$ cat src/rtl/act_mem_wr_packer_pkg.sv
// Shared activation-memory parameters and write-packer types.
// Holds the sizing constants, the write-request payload struct and the
// packer FSM state enum used by act_mem_wr_packer.
package act_mem_wr_packer_pkg;

  // Existing activation memory parameters
  localparam int unsigned DATA_W      = 32;
  localparam int unsigned TOTAL_BYTES = 16384;
  localparam int unsigned BANK_ROWS   = 2048;

  // Derived sizing
  localparam int unsigned BYTES_PER_ROW = DATA_W / 8;
  localparam int unsigned BE_W          = BYTES_PER_ROW;
  localparam int unsigned BUF_ROWS      = TOTAL_BYTES / 2 / BYTES_PER_ROW;
  localparam int unsigned ROW_W         = $clog2(BANK_ROWS);
  localparam int unsigned OFS_W         = $clog2(TOTAL_BYTES / 2);
  localparam int unsigned LEN_W         = ROW_W + 1;

  // Payload of one write into the activation SRAM
  typedef struct packed {
    logic              bank;
    logic [ROW_W-1:0]  addr;
    logic [DATA_W-1:0] wdata;
    logic [BE_W-1:0]   be;
  } wr_req_t;

  typedef enum logic [1:0] {
    ST_IDLE  = 2'd0,
    ST_RUN   = 2'd1,
    ST_DRAIN = 2'd2
  } state_e;

endpackage

$ cat src/rtl/act_mem_wr_packer.sv
// Activation memory write packer.
// Streams 32-bit words from the external write port into one half of the
// double-buffered activation SRAM. A job (buffer, byte offset, word count)
// is latched on start_i; each accepted word becomes a registered write
// request that is held until the arbiter grants it.
//
// Ports:
//   clk_i, rst_ni         clock, asynchronous active-low reset
//   clear_i               synchronous abort back to idle
//   start_i, cfg_*        job start pulse and job configuration
//   in_valid_i/in_ready_o input word handshake, in_data_i word
//   mem_req_o/mem_gnt_i   write request to arbiter and its grant
//   mem_bank_o/addr/wdata/be  registered write payload
//   busy_o                job in progress
//   done_o, err_o         one-cycle completion / misaligned-offset pulses
module act_mem_wr_packer
  import act_mem_wr_packer_pkg::*;
(
  input  logic              clk_i,
  input  logic              rst_ni,
  input  logic              clear_i,
  input  logic              start_i,
  input  logic              cfg_buf_i,
  input  logic [OFS_W-1:0]  cfg_ofs_i,
  input  logic [LEN_W-1:0]  cfg_len_i,
  input  logic              in_valid_i,
  output logic              in_ready_o,
  input  logic [DATA_W-1:0] in_data_i,
  output logic              mem_req_o,
  input  logic              mem_gnt_i,
  output logic              mem_bank_o,
  output logic [ROW_W-1:0]  mem_addr_o,
  output logic [DATA_W-1:0] mem_wdata_o,
  output logic [BE_W-1:0]   mem_be_o,
  output logic              busy_o,
  output logic              done_o,
  output logic              err_o
);

  state_e           r_state, w_state_nxt;
  logic             r_buf,   w_buf_nxt;
  logic [ROW_W-1:0] r_row,   w_row_nxt;
  logic [LEN_W-1:0] r_rem,   w_rem_nxt;
  logic             r_req,   w_req_nxt;
  wr_req_t          r_wr,    w_wr_nxt;
  logic             r_done,  w_done_nxt;
  logic             r_err,   w_err_nxt;

  logic w_ready;
  logic w_accept;
  logic w_granted;

  // A new word may enter when the output slot is empty or drains this cycle
  assign w_ready   = (r_state == ST_RUN) && (r_rem != '0) && (!r_req || mem_gnt_i);
  assign w_accept  = w_ready && in_valid_i;
  assign w_granted = r_req && mem_gnt_i;

  // Next-state and next-output logic
  always_comb begin
    w_state_nxt = r_state;
    w_buf_nxt   = r_buf;
    w_row_nxt   = r_row;
    w_rem_nxt   = r_rem;
    w_req_nxt   = r_req;
    w_wr_nxt    = r_wr;
    w_done_nxt  = 1'b0;
    w_err_nxt   = 1'b0;

    if (w_granted) begin
      w_req_nxt = 1'b0;
    end

    case (r_state)
      ST_IDLE: begin
        if (start_i) begin
          if (cfg_ofs_i[1:0] != 2'b00) begin
            w_err_nxt  = 1'b1;
            w_done_nxt = 1'b1;
          end else if (cfg_len_i == '0) begin
            w_done_nxt = 1'b1;
          end else begin
            w_buf_nxt   = cfg_buf_i;
            w_row_nxt   = ROW_W'(cfg_ofs_i[OFS_W-1:2]);
            w_rem_nxt   = cfg_len_i;
            w_state_nxt = ST_RUN;
          end
        end
      end
      ST_RUN: begin
        if (w_accept) begin
          w_req_nxt      = 1'b1;
          w_wr_nxt.bank  = r_buf;
          w_wr_nxt.addr  = r_row;
          w_wr_nxt.wdata = in_data_i;
          w_wr_nxt.be    = '1;
          // Row wraps inside the selected buffer
          w_row_nxt = (r_row == ROW_W'(BUF_ROWS - 1)) ? '0 : r_row + ROW_W'(1);
          w_rem_nxt = r_rem - LEN_W'(1);
          if (r_rem == LEN_W'(1)) begin
            w_state_nxt = ST_DRAIN;
          end
        end
      end
      ST_DRAIN: begin
        if (w_granted) begin
          w_done_nxt  = 1'b1;
          w_state_nxt = ST_IDLE;
        end
      end
      default: begin
        w_state_nxt = ST_IDLE;
      end
    endcase

    // Abort drops any ungranted write and suppresses completion pulses
    if (clear_i) begin
      w_state_nxt = ST_IDLE;
      w_req_nxt   = 1'b0;
      w_rem_nxt   = '0;
      w_done_nxt  = 1'b0;
      w_err_nxt   = 1'b0;
    end
  end

  // State and output registers
  always_ff @(posedge clk_i or negedge rst_ni) begin
    if (!rst_ni) begin
      r_state <= ST_IDLE;
      r_buf   <= 1'b0;
      r_row   <= '0;
      r_rem   <= '0;
      r_req   <= 1'b0;
      r_wr    <= '0;
      r_done  <= 1'b0;
      r_err   <= 1'b0;
    end else begin
      r_state <= w_state_nxt;
      r_buf   <= w_buf_nxt;
      r_row   <= w_row_nxt;
      r_rem   <= w_rem_nxt;
      r_req   <= w_req_nxt;
      r_wr    <= w_wr_nxt;
      r_done  <= w_done_nxt;
      r_err   <= w_err_nxt;
    end
  end

  assign in_ready_o  = w_ready;
  assign mem_req_o   = r_req;
  assign mem_bank_o  = r_wr.bank;
  assign mem_addr_o  = r_wr.addr;
  assign mem_wdata_o = r_wr.wdata;
  assign mem_be_o    = r_wr.be;
  assign busy_o      = (r_state != ST_IDLE);
  assign done_o      = r_done;
  assign err_o       = r_err;

endmodule

$ cat config.mk
export PLATFORM = sky130hd
export DESIGN_NAME = act_mem_wr_packer
export DESIGN_NICKNAME = d
export VERILOG_FILES = /design/src/rtl/act_mem_wr_packer_pkg.sv /design/src/rtl/act_mem_wr_packer.sv
export SDC_FILE = /design/constraint.sdc
export NUM_CORES = 1
export LEC_CHECK = 0
export ABC_AREA = 1
export BUFFER_PORTS_ARGS = -buffer_cell sky130_fd_sc_hd__buf_2
export CORE_MARGIN = 2
export CORE_UTILIZATION = 47
export DETAILED_ROUTE_END_ITERATION = 7
export HOLD_SLACK_MARGIN = 0.12
export PLACE_DENSITY = 0.75
export SYNTH_ARGS = -nofsm -noshare
export SYNTH_HDL_FRONTEND = slang
export SYNTH_SLANG_ARGS = --single-unit
$ cat constraint.sdc
create_clock -name clk_i -period 1.5 [get_ports clk_i]
set_input_delay 0.3 -clock clk_i [delete_from_list [all_inputs] [get_ports clk_i]]
set_output_delay 0.3 -clock clk_i [all_outputs]
set_load 0.02 [all_outputs]
; Word level (Yosys, flattened, before mapping)
; Cells that the tools add are included.
[classes]
n_addsub = 2
reduce_logical = 18
n_mux = 34
n_eq_ne = 14
bitwise = 2
[op_table]
columns = cell, n
row1 = 12-bit two-way mux, 5
row2 = 11-bit two-way mux, 5
row3 = 12-bit one-hot mux with 2 select lines, 1
row4 = 11-bit one-hot mux with 2 select lines, 1
row5 = "3-bit != test, second input constant", 5
row6 = 2-bit two-way mux, 7
row7 = 1-bit two-way mux, 13
row8 = "12-bit by 1-bit equality test with 1-bit output, second input constant", 1
row9 = 12-bit zero test, 1
row10 = 12-bit nonzero test, 1
row11 = "12-bit by 1-bit subtractor with 12-bit output, second input constant", 1
row12 = "11-bit by 1-bit adder with 11-bit output, second input constant", 1
row13 = "11-bit equality test, second input constant", 1
row14 = 5-bit AND reduction, 2
row15 = "2-bit != test, second input constant", 4
row16 = 2-bit one-hot mux with 3 select lines, 1
row17 = 6-bit AND reduction, 1
row18 = 2-bit nonzero test, 3
row19 = 1-bit logical AND, 4
row20 = 4-bit AND reduction, 1
row21 = "3-bit by 2-bit != test with 1-bit output, second input constant", 1
row22 = 3-bit nonzero test, 1
row23 = "2-bit by 1-bit equality test with 1-bit output, second input constant", 1
row24 = "2-bit equality test, second input constant", 1
row25 = 6 further kinds, 7
[word_totals]
register_bits = 74
output_inout_bits = 53
wordCells = 81
in_bits = 64

; Longest topological paths before layout
; Gate-level depths: netlist of the first run.
[logic_depth]
word_depth = 7
mapped_depth = 11
ltp_nobuf = 11

; Least setup slack after synthesis of the first run
; Ideal clock, no wire load.
[synth_path]
path_type = reg-to-reg
start = register r_row[0]
end = register r_row[3]
setup_time_ns = 0.127
synth_period_minus_slack_ns = 1.522
t_arrival_ns = 1.395
t_required_ns = 1.373
path_stages_with_launch = 9
n_path_buf = 0
setup_slack_ns = -0.022
path_cell_list = dfrtp_1 -> ha_1 -> nand3_1 -> nor2_1 -> nand3_2 -> nand3_1 -> o21ai_0 -> nand2_1 -> o21ai_0
[synth_between]
elab_chain_cells = 4
word_cells_on_any_way = 5
cone_classes = 1 x add/sub / 1 x eq/ne / 3 x mux
[synth_lines]
columns = item, line_no
row1 = "start, declared", act_mem_wr_packer.sv:42  ; logic [ROW_W-1:0] r_row, w_row_nxt;
row2 = "start signal, assigned", act_mem_wr_packer.sv:139  ; r_row <= w_row_nxt;
row3 = 11-bit by 1-bit adder with 11-bit output or 11-bit equality test (tied branches), act_mem_wr_packer.sv:97  ; w_row_nxt = (r_row == ROW_W'(BUF_ROWS - 1)) ? '0 : r_row + ROW_W'(1);
row4 = 11-bit two-way mux *, act_mem_wr_packer.sv:97
row5 = 11-bit two-way mux *, act_mem_wr_packer.sv:90  ; if (w_accept) begin
row6 = 11-bit one-hot mux with 2 select lines *, act_mem_wr_packer.sv:73  ; case (r_state)
; Mark *: on every way between the ends. The rest lies on a longest branch, timed or not. The select of a mux whose other input is x is not followed.
; A chain may end at the register's enable or synchronous reset.

; Worst setup path after layout of the first run
[layout_path]
start = register r_rem[6]
end = register r_wr, in the netlist mem_wdata_o[29]
[layout_between]
elab_chain_cells = 5
[layout_lines]
columns = item, line_no
row1 = "start, declared", act_mem_wr_packer.sv:43  ; logic [LEN_W-1:0] r_rem, w_rem_nxt;
row2 = "start signal, assigned", act_mem_wr_packer.sv:140  ; r_rem <= w_rem_nxt;
row3 = 12-bit nonzero test, act_mem_wr_packer.sv:54  ; assign w_ready = (r_state == ST_RUN) && (r_rem != '0) && (!r_req || mem_gnt_i);
row4 = 1-bit logical AND (2 in a row), act_mem_wr_packer.sv:54
row5 = 1-bit logical AND, act_mem_wr_packer.sv:55  ; assign w_accept = w_ready && in_valid_i;
row6 = 2-bit AND reduction (no source line), --
row7 = "end signal, assigned", act_mem_wr_packer.sv:142  ; r_wr <= w_wr_nxt;
row8 = "end, declared", act_mem_wr_packer.sv:45  ; wr_req_t r_wr, w_wr_nxt;
; No other way between the ends.

==> flow_metrics.py, run 1 <==
metrics = {
    "status": {
        "outcome": "complete, but fails checks",
        "violations": "setup timing",
    },
    "pwr": {
        "seqPwrFrac_pct": 26.6,
        "leakagePower_nw": 3.44,
        "p_int_mw": 7.29,
        "ir_worst_vdd_mv": 1.04,
        "clkPwrFrac_pct": 12.8,
        "fin_total_pwr_mw": 13.3,
        "combPwrFrac_pct": 60.6,
        "p_sw_share_pct": 45.3,
        "p_sw_mw": 6.05,
        "powerDensity_mw_per_mm2": 2100,
    },
    "cts": {
        "cts.clk_slew.worst_paths_ps": 90,
        "h-tree-depth": 3,
        "cts_root_buf": "clkbuf_8",
        "cts_max_path_buffers": 2,
        "numClockSinks": 74,
        "clk_latency_ps": 350,
        "cts_buffers": 9,
        "cts_tree": "yes",
    },
    "synth": {
        "ys_ff_latch": 74,
        "syn_inst": 525,
        "synth_nets": 593,
        "synthFlopType": "dfrtp_1",
        "synth_edf_count": 0,
        "synth_area_leader_cell": "dfrtp_1",
        "syn_area_sq_mm": 0.00390,
        "synth_seq_area_share_pct": 47.4,
        "synth_top_area_share_pct": 47.4,
        "ys.warnings.count": 0,
        "async_reset_ff_share_pct": 100,
        "avgSynthCellArea_sq_um": 7.44,
        "synth_cell_types": 31,
        "synth_area_leaders": "dfrtp_1 (47%), nand2_1 (20%), nor2_1 (5.4%), nand3_1 (4.7%), inv_1 (4.2%)",
    },
    "grt": {
        "overflow": 0,
        "grt_max_degree": 75,
        "grt_pass1_wl_mm": 18.9,
        "antenna_found_initial": 0,
        "grt_usage_pct": 27.2,
        "grt_pass1_vias": 3972,
    },
    "critical_path": {
        "path_cells": "nor2_2 > nand2_2 > nor2_4 > nand3_4 > buf_6 > nand3_4 > buf_6 > buf_8 > buf_12 > buf_16 > nand2_2 > nand2_1",
        "crit_path_end_kind": "flip-flop",
        "worst_setup_path_start_kind": "flip-flop",
        "crit_type": "reg -> reg",
        "r2r_cells": 12,
        "crit_family": "simple AND/OR/NAND/NOR gates",
        "crit_path_max_fanout": 6,
        "path_depth": 12,
        "path_buf_inv": 5,
        "critical-path-max-stage-delay_ps": 400,
        "required_ps": 1780,
        "cpMaxStageDelayCell": "dfrtp_1",
        "cp.arrival_ps": 2090,
    },
    "timing": {
        "post-route-period-util_pct": 121,
        "fin_skew_ps": 12.9,
        "rsz0062_at_grt": "yes",
        "drv_slew": 0,
        "fmax_ghz": 0.552,
        "fin_ws_ps": -310,
        "relSlewSlack_pct": 68.7,
        "finalSetupViolCount": 73,
        "worstMarginPinSlew_ps": 468,
        "min_period_ps": 1810,
        "hold_viol_final": 0,
    },
    "drt": {
        "drt_iter0_drc": 340,
        "avgViaCountPerCell": 5.38,
        "route.detailed.drc": 0,
        "first_pass_iters": 5,
        "antenna_left": 0,
        "wl_mm": 14.3,
        "routed-via-count": 4464,
        "avgRoutedWirePerCell_um": 17.3,
    },
    "layout": {
        "post-route-util_pct": 78.1,
        "instances_no_fill": 829,
        "nFillCells": 498,
        "multi_input_area_sq_mm": 0.00231,
        "drive_gt1_share_pct": 49.0,
        "fin_nets": 787,
        "ff_latch_area_sq_mm": 0.00185,
        "syn_to_final_growth_pct": 62.6,
        "antenna_cells": 0,
    },
    "placement": {
        "dp_slack_ps": -73.4,
        "place.gp.congestion": 0.811,
        "dp_hpwl_mm": 7.21,
        "io_buffers": 116,
        "placed_cells": 766,
    },
    "floorplan": {
        "die_w_um": 95.2,
        "dieArea_sq_mm": 0.00905,
        "core-area_sq_mm": 0.00813,
        "die_h_um": 95.2,
        "rows": 33,
        "start_util_pct": 48.0,
        "pin_count": 117,
    },
    "worst_hold_path": {
        "holdPathStages": 3,
        "min_path_type": "in -> reg",
    },
    "run": {
        "cap_violations": 0,
    },
}
==> layer usage <==
layer | vias up | routed length, um | track usage (%)
met5 | - | 0 | 0
met4 | 0 | 452 | 11.5
met3 | 50 | 1030 | 4.74
met2 | 256 | 7480 | 47.8
met1 | 2115 | 5360 | 32.8
li1 | 2043 | - | -
==> worst reg2reg max path, cell delays in order (launching register included) <==
cell,delay [ps]
dfrtp_1,400
nor2_2,160
nand2_2,120
nor2_4,130
nand3_4,100
buf_6,130
nand3_4,80
buf_6,140
buf_8,140
buf_12,110
buf_16,120
nand2_2,50
nand2_1,80
==> sequential cells by signal, indices dropped and copies added (netlist names) <==
signal / flops
done_o: 1
mem_req_o: 1
r_row: 11
r_rem: 12
r_buf: 1
mem_addr_o: 11
mem_be_o: 1
err_o: 1
r_state: 2
mem_wdata_o: 32
mem_bank_o: 1
==> stage by stage <==
step                      hold slack [ps]  area, sq um  setup TNS [ps]
final                                 148         6350          -16080
after global routing                  148         6350          -21220
after CTS                             136         5690          -12420
after detailed placement              363         4840           -2080
after global placement                358         4840            -176
after floorplan                      4.41         3910               0
==> Yosys cell counts (2+ instances only) <==
library cell  number
nand2_1          212
inv_1             44
o21ai_1            6
buf_4              3
buf_6              9
nor3_1             3
buf_2              8
a21oi_4            2
nand2_2            2
dfrtp_1           74
clkbuf_1           2
a21oi_1            6
nor2_1            56
a211oi_1           2
nand3_2            3
nand3_1           37
nand3b_1           2
nand4_1            6
ha_1               4
o21ai_0           33
==> power by group through the flow <==
stage | Clock [mW] | Sequential, mW | Combinational (mW)
floorplan | 0 | 4.02 | 2.67
global placement | 0 | 3.31 | 5.13
detailed placement | 0 | 3.35 | 5.27
CTS | 1.69 | 3.32 | 6.58
global route | 1.79 | 3.60 | 8.63
finish | 1.70 | 3.55 | 8.09
==> path summary, 6_finish.rpt <==
kind                                from               to  slack, ps
hold reg to reg            mem_addr_o[1]    mem_addr_o[1]        480
hold / removal             in_data_i[14]  mem_wdata_o[14]        150
setup / recovery                r_rem[6]  mem_wdata_o[29]       -310
min in group asynchronous         rst_ni         r_row[9]        490
max in group asynchronous         rst_ni   mem_wdata_o[5]        670
setup reg to reg                r_rem[6]  mem_wdata_o[29]       -310
==> layout by cell type (no fill, tap or decap), types with 6 or more instances in the layout <==
master / Yosys / final
nand3_2: 3 / 7
buf_6: 9 / 11
buf_4: 3 / 52
nand3_1: 37 / 31
nand2_1: 212 / 126
o21ai_2: 0 / 14
nor2_1: 56 / 49
buf_2: 8 / 114
clkbuf_8: 0 / 9
nand4_1: 6 / 6
buf_12: 0 / 13
clkbuf_16: 0 / 7
nand2_4: 0 / 38
inv_1: 44 / 33
nand2_2: 2 / 50
o21ai_1: 6 / 10
a21oi_1: 6 / 6
dfrtp_1: 74 / 74
inv_2: 1 / 10
nor2_4: 1 / 6
o21ai_0: 33 / 15
==> cells by family (layout without fill, tap and decap cells) <==
kind of cell	Yosys count	in the layout	share of synthesized area (%)
XOR/XNOR	2	2	0.449
buffers and inverters	67	264	8.72
adder cells (fa/ha/maj)	4	4	1.28
AO/OA/AOI/OAI	52	53	7.59
flip-flops	74	74	47.4
AND/OR/NAND/NOR	326	327	34.5
==> what timing repair did <==
item | 4_1_cts | 5_1_grt
pin swaps | 10 | 28
setup buffers | 28 | 13
resized for setup | 50 | 182
cloned | 10 | 5
endpoints found under the hold margin | 74 | 0
hold buffers | 1 | 0
setup endpoints to repair | 57 | 73
==> cell type report <==
class	count	area share [%]
multi-input cells	386	36.4
flip-flops and latches	74	29.2
repair buffers	203	26.1
inverters	45	2.94
clock buffers	12	2.13
well taps	105	2.07
clock inverters	4	1.20
No activity file was read; power rests on OpenSTA's default activity.
==> run 2: changes to the inputs <==
CELL_PAD_IN_SITES_DETAIL_PLACEMENT = 0   (was default)
CELL_PAD_IN_SITES_GLOBAL_PLACEMENT = 2   (was default)
CORE_UTILIZATION = 25   (was 47)
PLACE_DENSITY = 0.73   (was 0.75)
==> run 2 against run 1 <==
The run still ends with setup timing left. Routed wire length is 10% lower. Clock skew shrank 5.2 ps. Total power decreased by 7.4%. Final cell count rose by 14%. Cell area is 1.7% lower. Largest cell class unchanged.
==> flow_metrics.py, run 2 (synthesized netlist as in run 1, its figures left out) <==
metrics = {
    "critical_path": {
        "crit_path_max_fanout": 4,
        "worst_setup_path_start_kind": "flip-flop",
        "required_ps": 1730,
        "crit_path_end_kind": "flip-flop",
        "crit_type": "reg -> reg",
        "cp.arrival_ps": 1990,
    },
    "drt": {
        "drt_iter0_drc": 217,
        "avgRoutedWirePerCell_um": 13.6,
        "avgViaCountPerCell": 4.33,
        "route.detailed.drc": 0,
        "antenna_left": 0,
        "wl_mm": 12.8,
        "first_pass_iters": 5,
        "routed-via-count": 4074,
    },
    "placement": {
        "io_buffers": 116,
        "dp_slack_ps": -139,
        "dp_hpwl_mm": 8.62,
        "placed_cells": 899,
        "place.gp.congestion": 0.819,
    },
    "cts": {
        "cts_tree": "yes",
        "cts_buffers": 9,
        "numClockSinks": 74,
        "cts_max_path_buffers": 2,
        "cts_root_buf": "clkbuf_16",
        "clk_latency_ps": 340,
        "cts.clk_slew.worst_paths_ps": 60,
        "h-tree-depth": 3,
    },
    "layout": {
        "fin_nets": 794,
        "largest_register_ffs": 32,
        "instances_no_fill": 941,
        "syn_to_final_growth_pct": 59.9,
        "antenna_cells": 0,
        "layout_commonest_cell": "nand2_1",
        "nFillCells": 1574,
        "drive_gt1_share_pct": 42.5,
        "final_cell_mix": "nand2_1 (160), buf_2 (114), dfrtp_1 (74)",
        "post-route-util_pct": 40.9,
    },
    "timing": {
        "post-route-period-util_pct": 118,
        "hold_viol_final": 0,
        "drv_slew": 0,
        "whs_ps": 160,
        "relSlewSlack_pct": 75.1,
        "finalSetupViolCount": 72,
        "worstMarginPinSlew_ps": 374,
        "fmax_ghz": 0.566,
        "fin_skew_ps": 7.68,
        "fin_ws_ps": -268,
        "rsz0062_at_grt": "yes",
        "min_period_ps": 1770,
    },
    "floorplan": {
        "die_w_um": 129,
        "pin_count": 117,
        "die_h_um": 129,
        "rows": 45,
        "start_util_pct": 25.6,
        "dieArea_sq_mm": 0.0166,
        "core-area_sq_mm": 0.0153,
    },
    "pwr": {
        "ir_worst_vdd_mv": 0.623,
        "fin_total_pwr_mw": 12.4,
        "leakagePower_nw": 3.41,
        "powerDensity_mw_per_mm2": 1980,
    },
    "grt": {
        "grt_pass1_wl_mm": 19.7,
        "grt_util_met3_pct": 2.66,
        "grt_pass1_vias": 3843,
        "grt_usage_pct": 15.4,
        "use_met2_pct": 25.6,
        "antenna_found_initial": 0,
        "busiest_layer": "met2",
        "grt_max_degree": 38,
        "overflow": 0,
        "met1_usage_pct": 20.2,
    },
    "status": {
        "outcome": "complete, but fails checks",
        "violations": "setup timing",
    },
    "run": {
        "cap_violations": 0,
    },
    "worst_hold_path": {
        "min_path_type": "in -> reg",
    },
}
==> run 2: cell types whose count changed in the layout (fill, tap and decap cells not counted), moves of 6 or more <==
cell and delta:
nand2_1 +34, nand2_4 -18, buf_4 +17, nand2_2 -16, o21ai_2 -13, o21ai_0 +12
clkbuf_8 -8, inv_1 +7, inv_2 -6
==> run 2: through the flow <==
step,setup TNS (ps),instance area (sq um)
global route,-20850,6240
detailed placement,-4590,5180
global placement,-3100,5180
floorplan,0,3910
finish,-12920,6240
CTS,-10290,5900
==> run 2: routing by layer <==
metal | part of all wire [%] | vias up
met5 | 0 | -
met4 | 1.8 | 0
met3 | 4.2 | 14
met2 | 48 | 102
met1 | 46 | 1898
li1 | - | 2060
==> run 2: final timing paths <==
| check | start | cells after the start | to | slack [ps] |
|---|---|---|---|---|
| worst max register to register | r_rem[5] | 12 | r_state[0] | -270 |
| min in group asynchronous | rst_ni | 2 | r_rem[2] | 420 |
| worst min register to register | mem_addr_o[3] | 2 | mem_addr_o[3] | 470 |
| worst max-delay path | r_rem[5] | 12 | r_state[0] | -270 |
| worst min-delay path | in_data_i[6] | 3 | mem_wdata_o[6] | 160 |
| max in group asynchronous | rst_ni | 3 | mem_addr_o[6] | 530 |
==> run 2: power breakdown <==
part | internal (mW) | switching [mW] | leakage (nW)
clock | 1.15 | 0.849 | 0.134
sequential | 2.84 | 0.521 | 0.936
combinational | 3.09 | 3.90 | 2.34
==> run 2: critical path, cell delays in order (launching register included) <==
cell	delay [ps]
dfrtp_1	390
nor2_2	160
nand2_2	100
nor2_4	120
nand3_2	80
buf_6	130
nand3_4	80
buf_6	140
buf_6	110
a21oi_4	70
buf_4	140
nand3_1	70
nand2_1	60
==> run 2: cell type report <==
cell class | instances | area, sq um | area share [%]
Clock inverter | 5 | 31.3 | 0.501
Inverter | 45 | 181 | 2.91
Clock buffer | 10 | 239 | 3.83
Tap cell | 211 | 264 | 4.23
Timing Repair Buffer | 212 | 1650 | 26.5
Sequential cell | 74 | 1850 | 29.7
Multi-Input combinational cell | 384 | 2020 | 32.4
==> run 2: repair_timing <==
action / 4_1_cts / 5_1_grt
setup endpoints to repair: 63 / 73
endpoints found under the hold margin: 19 / 0
buffers inserted: 14 / 5
gates cloned: 8 / 3
gates resized for setup: 38 / 89
hold buffers: 1 / 0
pin swaps: 9 / 15
==> run 3: changes to the inputs <==
CORE_ASPECT_RATIO = 1.4   (was default)
==> run 3 against run 2 <==
The run still ends with setup timing left. Largest cell class unchanged. Worst setup slack improved by 35 ps. Final cell count decreased by 0.74%. Via count increased by 0.96%. Sequential share of layout area decreased by 0.61 points. Highest routed layer unchanged.
==> flow_metrics.py, run 3 (synthesized netlist as in run 1, its figures left out) <==
metrics = {
    "drt": {
        "avgViaCountPerCell": 4.40,
        "met2_length_mm": 7.47,
        "antenna_left": 0,
        "drt_iter0_drc": 194,
        "top_layer": "met4",
        "avgRoutedWirePerCell_um": 14.7,
        "route.detailed.drc": 0,
        "wl_mm": 13.8,
        "wl_met1_mm": 5.49,
        "routed-via-count": 4113,
        "first_pass_iters": 4,
        "met3WireLength_um": 612,
    },
    "critical_path": {
        "critical-path-max-stage-delay_ps": 390,
        "required_ps": 1200,
        "crit_family": "simple AND/OR/NAND/NOR gates",
        "crit_path_end_kind": "output pin",
        "r2r-end": "r_rem[11]",
        "path_cells": "nor2_2 > nand2_2 > nor2_4 > nand3_2 > nand2_2 > inv_2 > buf_6",
        "r2r_start": "r_rem[5]",
        "timing.critical_path.mode_cell": "nand2_2",
        "r2r_cells": 11,
        "reg2reg_slack_ps": -220,
        "crit_type": "reg -> out",
        "path_depth": 7,
        "worst_setup_path_start_kind": "flip-flop",
        "crit_path_max_fanout": 3,
        "cpMaxStageDelayCell": "dfrtp_1",
        "path_buf_inv": 2,
        "cp.arrival_ps": 1430,
    },
    "cts": {
        "cts_root_buf": "clkbuf_16",
        "cts.clk_slew.worst_paths_ps": 60,
        "numClockSinks": 74,
        "clk_latency_ps": 330,
        "cts_tree": "yes",
        "cts_buffers": 9,
        "h-tree-depth": 3,
        "cts_max_path_buffers": 2,
    },
    "timing": {
        "worstMarginPinSlew_ps": 479,
        "fin_skew_ps": 7.33,
        "fin_ws_ps": -233,
        "rsz0062_at_grt": "yes",
        "min_period_ps": 1730,
        "fmax_ghz": 0.577,
        "finalSetupViolCount": 73,
        "hold_viol_final": 0,
        "post-route-period-util_pct": 116,
        "relSlewSlack_pct": 68.0,
        "drv_slew": 0,
    },
    "floorplan": {
        "die_w_um": 110,
        "core-area_sq_mm": 0.0154,
        "rows": 54,
        "dieArea_sq_mm": 0.0166,
        "start_util_pct": 25.3,
        "pin_count": 117,
        "die_h_um": 152,
    },
    "pwr": {
        "p_sw_share_pct": 42.9,
        "powerDensity_mw_per_mm2": 2050,
        "leakagePower_nw": 3.34,
        "p_sw_mw": 5.62,
        "clkPwrFrac_pct": 16.2,
        "combPwrFrac_pct": 57.5,
        "p_int_mw": 7.47,
        "seqPwrFrac_pct": 26.3,
        "ir_worst_vdd_mv": 0.737,
    },
    "layout": {
        "drive_gt1_share_pct": 45.5,
        "nFillCells": 1588,
        "final_cell_mix": "nand2_1 (156), buf_2 (113), dfrtp_1 (74)",
        "antenna_cells": 0,
        "layout_commonest_cell": "nand2_1",
        "post-route-util_pct": 41.4,
        "fin_area_sq_mm": 0.00637,
        "largest_register_ffs": 32,
        "fin_nets": 802,
        "syn_to_final_growth_pct": 63.2,
        "instances_no_fill": 934,
    },
    "grt": {
        "antenna_found_initial": 0,
        "grt_max_degree": 35,
        "grt_pass1_vias": 4130,
        "overflow": 0,
        "grt_pass1_wl_mm": 20.5,
        "grt_usage_pct": 15.7,
    },
    "placement": {
        "placed_area_sq_mm": 0.00515,
        "place.gp.congestion": 0.758,
        "dp_hpwl_mm": 9.07,
        "placed_cells": 883,
        "io_buffers": 116,
    },
    "worst_hold_path": {
        "min_path_type": "in -> reg",
        "holdPathStages": 3,
        "holdCritStartpoint": "in_data_i[14]",
        "min_to": "mem_wdata_o[14]",
    },
    "run": {
        "cap_violations": 0,
    },
    "status": {
        "outcome": "complete, but fails checks",
        "violations": "setup timing",
    },
}
run 3: tightest hold or removal path: cells and delay by family:
| family | cells | cell delay (ps) |
|---|---|---|
| buf+inv | 1 | 80 |
| simple gates | 2 | 80 |
run 3: worst max path at each step:
stage	start	end	slack [ps]
after floorplan	r_row[0]	r_row[3]	70
after global placement	r_rem[5]	mem_bank_o	-110
after detailed placement	r_rem[5]	mem_addr_o[4]	-160
after CTS	r_rem[4]	in_ready_o	-250
after global routing	r_state[0]	r_rem[2]	-330
final	r_rem[5]	in_ready_o	-230
run 3: power groups by stage:
stage / clock [mW] / combinational (mW) / sequential, mW
after floorplan: 0 / 2.67 / 4.02
after global placement: 0 / 5.61 / 3.34
after detailed placement: 0 / 5.65 / 3.36
after CTS: 2.19 / 6.70 / 3.34
after global routing: 2.28 / 8.26 / 3.56
final: 2.13 / 7.52 / 3.44
run 3: per-layer routing:
layer / GRT usage [%] / vias up
met5: 0 / -
met4: 4.52 / 0
met3: 2.75 / 16
met2: 28.1 / 102
met1: 18.9 / 1920
li1: - / 2075
run 3: timing repair:
item / 4_1_cts / 5_1_grt
endpoints found under the hold margin: 32 / 0
hold buffers: 1 / 0
resized for setup: 45 / 116
setup endpoints to repair: 73 / 74
pin swaps: 11 / 31
buffers inserted: 24 / 4
cloned: 5 / 7
run 3: layout make-up:
cell class	count	area, sq um	area share [%]
clock buffer	10	229	3.59
clock inverter	5	56.3	0.883
inverter	45	176	2.77
multi-input combinational	386	2120	33.3
sequential	74	1850	29.0
tap	196	245	3.85
timing repair buffer	218	1690	26.6
run 3: stage by stage:
step / power (mW) / setup TNS [ps] / hold slack, ps / worst slack (ps)
3_3_place_gp: 8.95 / -5290 / 289 / -114
2_1_floorplan: 6.69 / 0 / 4.41 / 68.1
6_report: 13.1 / -11320 / 164 / -233
3_5_place_dp: 9.01 / -7460 / 294 / -155
5_1_grt: 14.1 / -18850 / 160 / -327
4_1_cts: 12.2 / -14150 / 146 / -247
